`config.mk`:
```
export PLATFORM = sky130hd
export DESIGN_NAME = mem_req_arbiter
export DESIGN_NICKNAME = d
export VERILOG_FILES = /design/src/rtl/mem_req_arbiter.sv
export SDC_FILE = /design/constraint.sdc
export NUM_CORES = 2
export LEC_CHECK = 0
export CAP_MARGIN = 20
export CORE_AREA = 2 2 703 705
export CTS_CLUSTER_DIAMETER = 150
export DETAILED_ROUTE_END_ITERATION = 8
export DIE_AREA = 0 0 705 707
export PLACE_DENSITY_LB_ADDON = 0.3
export SKIP_CTS_REPAIR_TIMING = 1
export SKIP_LAST_GASP = 1
export SLEW_MARGIN = 30
export SYNTH_ARGS = -nofsm -noshare
export SYNTH_HDL_FRONTEND = slang
export SYNTH_SLANG_ARGS = --single-unit
export TNS_END_PERCENT = 5
```
`constraint.sdc`:
```
create_clock -name clk -period 2.5 [get_ports clk]
set_clock_uncertainty 0.15 [all_clocks]
set_input_delay 0.25 -clock clk [delete_from_list [all_inputs] [get_ports clk]]
set_output_delay 0.25 -clock clk [all_outputs]
set_load 0.02 [all_outputs]
```
`src/rtl/mem_req_arbiter.sv`:
```
// mem_req_arbiter: round-robin arbiter and sequencer between two requesters
// (r0 instruction side, r1 data side) and the 2048 x 256-bit main memory.
// One transaction is in flight at a time: accept, issue a single-cycle memory
// strobe, capture registered read data, then pulse the requester's response.
module mem_req_arbiter #(
    parameter int ADDR_W  = 16,
    parameter int WORD_W  = 32,
    parameter int BLOCK_W = 256
) (
    input  logic               clk,
    input  logic               reset,

    // requester 0 (instruction side)
    input  logic               r0_valid,
    input  logic [1:0]         r0_op,
    input  logic [ADDR_W-1:0]  r0_addr,
    input  logic [WORD_W-1:0]  r0_wword,
    input  logic [BLOCK_W-1:0] r0_wblock,
    output logic               r0_ready,
    output logic               r0_resp_valid,
    output logic [WORD_W-1:0]  r0_rword,
    output logic [BLOCK_W-1:0] r0_rblock,

    // requester 1 (data side)
    input  logic               r1_valid,
    input  logic [1:0]         r1_op,
    input  logic [ADDR_W-1:0]  r1_addr,
    input  logic [WORD_W-1:0]  r1_wword,
    input  logic [BLOCK_W-1:0] r1_wblock,
    output logic               r1_ready,
    output logic               r1_resp_valid,
    output logic [WORD_W-1:0]  r1_rword,
    output logic [BLOCK_W-1:0] r1_rblock,

    // main memory
    output logic               mem_write_en_word,
    output logic               mem_write_en_block,
    output logic               mem_read_word_en,
    output logic               mem_read_block_en,
    output logic [ADDR_W-1:0]  mem_addr,
    output logic [WORD_W-1:0]  mem_write_word,
    output logic [BLOCK_W-1:0] mem_write_block,
    input  logic [WORD_W-1:0]  mem_read_word,
    input  logic [BLOCK_W-1:0] mem_read_block
);

    // Operation encoding; bit 0 set means write, bit 1 set means block access.
    localparam logic [1:0] OP_RD_WORD  = 2'b00;
    localparam logic [1:0] OP_WR_WORD  = 2'b01;
    localparam logic [1:0] OP_RD_BLOCK = 2'b10;
    localparam logic [1:0] OP_WR_BLOCK = 2'b11;

    typedef enum logic [1:0] {
        IDLE  = 2'd0,
        ISSUE = 2'd1,
        WAIT  = 2'd2,
        RESP  = 2'd3
    } state_t;

    state_t state_q;
    state_t state_d;

    // Requester currently (or most recently) granted: 0 = r0, 1 = r1.
    // Resets to 1 so r0 wins the first contention.
    logic grant_q;

    // Latched request, held for the whole transaction.
    logic [1:0]         req_op;
    logic [ADDR_W-1:0]  req_addr;
    logic [WORD_W-1:0]  req_wword;
    logic [BLOCK_W-1:0] req_wblock;

    // Arbitration and acceptance signals.
    logic               any_valid;
    logic               pick;
    logic               accept;
    logic               in_resp;

    // Fields of the requester chosen this cycle.
    logic [1:0]         sel_op;
    logic [ADDR_W-1:0]  sel_addr;
    logic [WORD_W-1:0]  sel_wword;
    logic [BLOCK_W-1:0] sel_wblock;

    // Round-robin pick: a lone valid wins, on contention the requester not
    // granted last time wins.
    always_comb begin
        any_valid = r0_valid | r1_valid;
        if (r0_valid && r1_valid) begin
            pick = ~grant_q;
        end else begin
            pick = r1_valid;
        end
    end

    // Route the picked requester's fields towards the request latch.
    always_comb begin
        if (pick) begin
            sel_op     = r1_op;
            sel_addr   = r1_addr;
            sel_wword  = r1_wword;
            sel_wblock = r1_wblock;
        end else begin
            sel_op     = r0_op;
            sel_addr   = r0_addr;
            sel_wword  = r0_wword;
            sel_wblock = r0_wblock;
        end
    end

    // Next-state logic; acceptance is suppressed while reset is asserted so a
    // request is never acknowledged without being carried out.
    always_comb begin
        state_d = state_q;
        accept  = 1'b0;
        case (state_q)
            IDLE: begin
                if (any_valid && !reset) begin
                    accept  = 1'b1;
                    state_d = ISSUE;
                end
            end
            ISSUE: begin
                // writes finish at the strobe edge, reads need the capture cycle
                if (req_op[0]) begin
                    state_d = RESP;
                end else begin
                    state_d = WAIT;
                end
            end
            WAIT: begin
                state_d = RESP;
            end
            RESP: begin
                state_d = IDLE;
            end
            default: begin
                state_d = IDLE;
            end
        endcase
    end

    // Handshake and memory-strobe outputs, all decoded from the current state.
    always_comb begin
        in_resp            = (state_q == RESP) && !reset;
        r0_ready           = accept & ~pick;
        r1_ready           = accept &  pick;
        r0_resp_valid      = in_resp & ~grant_q;
        r1_resp_valid      = in_resp &  grant_q;
        mem_read_word_en   = (state_q == ISSUE) && (req_op == OP_RD_WORD);
        mem_write_en_word  = (state_q == ISSUE) && (req_op == OP_WR_WORD);
        mem_read_block_en  = (state_q == ISSUE) && (req_op == OP_RD_BLOCK);
        mem_write_en_block = (state_q == ISSUE) && (req_op == OP_WR_BLOCK);
        mem_addr           = req_addr;
        mem_write_word     = req_wword;
        mem_write_block    = req_wblock;
    end

    // State register.
    always_ff @(posedge clk) begin
        if (reset) begin
            state_q <= IDLE;
        end else begin
            state_q <= state_d;
        end
    end

    // Grant register: records who owns the transaction and steers round-robin.
    always_ff @(posedge clk) begin
        if (reset) begin
            grant_q <= 1'b1;
        end else if (accept) begin
            grant_q <= pick;
        end
    end

    // Request latch, loaded on acceptance.
    always_ff @(posedge clk) begin
        if (reset) begin
            req_op     <= OP_RD_WORD;
            req_addr   <= '0;
            req_wword  <= '0;
            req_wblock <= '0;
        end else if (accept) begin
            req_op     <= sel_op;
            req_addr   <= sel_addr;
            req_wword  <= sel_wword;
            req_wblock <= sel_wblock;
        end
    end

    // Read-data capture into the granted requester's response registers; the
    // other requester's registers and the unused width keep their contents.
    always_ff @(posedge clk) begin
        if (reset) begin
            r0_rword  <= '0;
            r0_rblock <= '0;
            r1_rword  <= '0;
            r1_rblock <= '0;
        end else if (state_q == WAIT) begin
            if (req_op == OP_RD_WORD) begin
                if (grant_q) begin
                    r1_rword <= mem_read_word;
                end else begin
                    r0_rword <= mem_read_word;
                end
            end else if (req_op == OP_RD_BLOCK) begin
                if (grant_q) begin
                    r1_rblock <= mem_read_block;
                end else begin
                    r0_rblock <= mem_read_block;
                end
            end
        end
    end

endmodule

```
==> flow_summary.ini <==
[cts]
clkLatencyLatePin_ps = 900
h-tree-depth = 3
cts_tree = built
cts_sinks = 885
cts_inserted_buffers = 124
cts-root-buf = clkbuf_16
clockBufferDepth = 4
cts.clk_slew.worst_paths_ps = 60

[yosys]
synth_ff_type = dfxtp_1
syn_area_um2 = 35270
async_reset_ff_frac = 0
ys_seq_elements = 885
yosysTopAreaCell = dfxtp_1
synth_top_area_frac = 0.5024
synth_area_leaders = dfxtp_1, nand2_1, a21oi_1
synth_cell_types = 34
ys_seq_area_frac = 0.5024
syn_nets = 5186
synth_common_cells = nand2_1, dfxtp_1, a21oi_1
syn_inst = 4277
syn_area_per_cell_um2 = 8.245
synth-edff-count = 0
yosysMostFrequentCell = nand2_1
ys_warn_count = 0

[pwr]
switching_share = 0.3691
power_leakage_nw = 24.79
p_int_mw = 34.99
p_clk_frac = 0.347
p_sw_mw = 20.47
p_per_area_nw_per_um2 = 738.7
ir_drop_v = 0.0006379
combPwrFrac = 0.344
power_frac_seq = 0.309

[detailed_routing]
num_vias = 44830
drtPass1Iterations = 5
drt_wl_total_mm = 405.0
drtIter0Drc = 3390
via_per_inst = 3.293
ant_nets = 0
wl_per_cell_um = 29.75
drc = 0

[sta]
max-slew-margin-rel = 0.3770
hold_violations = 0
slew_viol_final = 0
tightest_slew_ps = 934.5
worst_slack_ps = -154.4
setup_viol = 55
max_freq_mhz = 376.7
fin_crit_sh = 1.062
period_needed_ps = 2654
setup_tns_ps = -2388
rsz0062_at_grt = true

[finish]
fin_cells = 13610
final_cell_area_um2 = 75070
layout-drive-gt1-share = 0.1154
area_growth_pct = 112.9
finalCoreUtilization = 0.1527
finalNetCount = 7801

[critical_path]
path_class = flop to output pin
path_buf_inv = 1
worstPathCellList = clkdlybuf4s50_1
arrival_ps = 2250
rr_worst_depth = 9
critPathCaptureType = output pin
worstPathRequired_ps = 2100
r2r-start = state_q[0]
reg2reg_to = r1_rblock[162]
cp-start-kind = flop
critical_path.top_delay_family = buffers and inverters
max_stage_delay_ps = 830
r2r_slack_ps = 40
worstPathMaxFanout = 3
slowest_stage = clkdlybuf4s50_1

[outcome]
violations = setup timing
status = finished, violations left

[global_routing]
grt_pass1_wl_mm = 489.0
grt_pass1_vias = 39430
overflow = 0
grt_max_degree = 120
antenna_found_initial = 296
grt_usage = 0.1529

[place]
port_buffers = 1791
place_inst = 12400
placement.cell_area_um2 = 61660
gp_congestion = 1.104
dp_hpwl_mm = 347.4

[floorplanning]
row_count = 258
die_w_um = 705
coreArea_um2 = 491600
dieArea_um2 = 498400
die_h_um = 707
initial_core_util = 0.07173
io_pins = 1792

[flow_run]
drv_cap = 0

[hold_path]
hold_class = primary input to flop
hold_end = r0_rblock[73]
hold_start = mem_read_block[73]
whs_path_depth = 3
cell usage in the layout, fill, tap and decap left out, drive strengths merged, types with 3 or more instances in the layout:
cell,synthesis,final
buf,252,360
diode,0,120
clkdlybuf4s50,0,1660
nor3b,3,3
ha,5,5
bufinv,0,15
clkinv,0,33
nand2,1766,1766
dlygate4sd3,0,864
clkinvlp,0,4
a311oi,306,306
a21oi,882,882
clkbuf,150,175
inv,2,7
nor2,4,4
dfxtp,885,885
tightest hold or removal path, delay by kind of cell:
kind / cells / cell delay (ps)
buf+inv: 1 / 560
simple gates: 1 / 110
compound gates: 1 / 50
per-stage QoR:
step / worst slack [ps] / hold slack, ps / power [mW]
detailed placement: -141.4 / 295.7 / 34.79
CTS: -967.5 / -328.2 / 54.50
global placement: -150.0 / 290.8 / 34.90
global route: -229.4 / -12.61 / 57.82
finish: -154.4 / 7.284 / 55.46
floorplan: 561.2 / 236.0 / 24.34
per-layer routing:
| metal | GRT usage | wire length [µm] | up-vias |
|---|---|---|---|
| li1 | - | - | 19920 |
| met1 | 0.1634 | 152200 | 21800 |
| met2 | 0.2663 | 196900 | 2262 |
| met3 | 0.07570 | 41440 | 730 |
| met4 | 0.04073 | 13680 | 112 |
| met5 | 0 | 852 | - |
final cells by class:
cell class,instances,area [µm²]
fill,56050,416600
timing repair buffer,2891,29110
sequential,885,17730
multi-input combinational,2988,15480
tap,6500,8133
clock buffer,170,3526
clock inverter,57,778.2
antenna,120,300.3
inverter,2,7.507
worst max-delay path by stage:
| stage | start | endpoint | slack (ps) | cells after the start |
|---|---|---|---|---|
| after floorplan | state_q[0] | r0_ready | 560 | 7 |
| after detailed placement | r0_valid | r1_ready | -140 | 6 |
| after CTS | state_q[0] | r1_ready | -970 | 7 |
| after global routing | mem_write_block[118] | mem_write_block[118] | -230 | 1 |
| final | mem_write_block[157] | mem_write_block[157] | -150 | 1 |
| after global placement | r0_valid | r1_ready | -150 | 6 |
power by group through the flow:
stage | Clock, mW | Combinational, mW | Sequential, mW
4_1_cts | 19.9 | 17.4 | 17.2
5_1_grt | 20.4 | 20.1 | 17.3
3_5_place_dp | 0 | 17.3 | 17.4
2_1_floorplan | 0 | 5.72 | 18.6
6_report | 19.3 | 19.1 | 17.1
3_3_place_gp | 0 | 17.4 | 17.5
flip-flops by register name (all words and copies together) (netlist names):
| register | flops |
|---|---|
| grant_q | 1 |
| mem_write_word | 32 |
| r0_rblock | 256 |
| mem_addr | 16 |
| req_op | 2 |
| r1_rword | 32 |
| state_q | 2 |
| r0_rword | 32 |
| r1_rblock | 256 |
| mem_write_block | 256 |
logic make-up (layout without fill, tap and decap cells):
group | Yosys count | after routing | synth area share
other | 0 | 120 | 0
DFF | 885 | 885 | 0.5024
and+or+nand+nor | 1788 | 1788 | 0.1932
buffers and inverters | 404 | 3120 | 0.06227
adders and majority gates | 5 | 5 | 0.001774
muxes | 1 | 1 | 0.0002839
AOI/OAI and AO/OA | 1194 | 1194 | 0.2401
(Power assumes the default switching activity.)
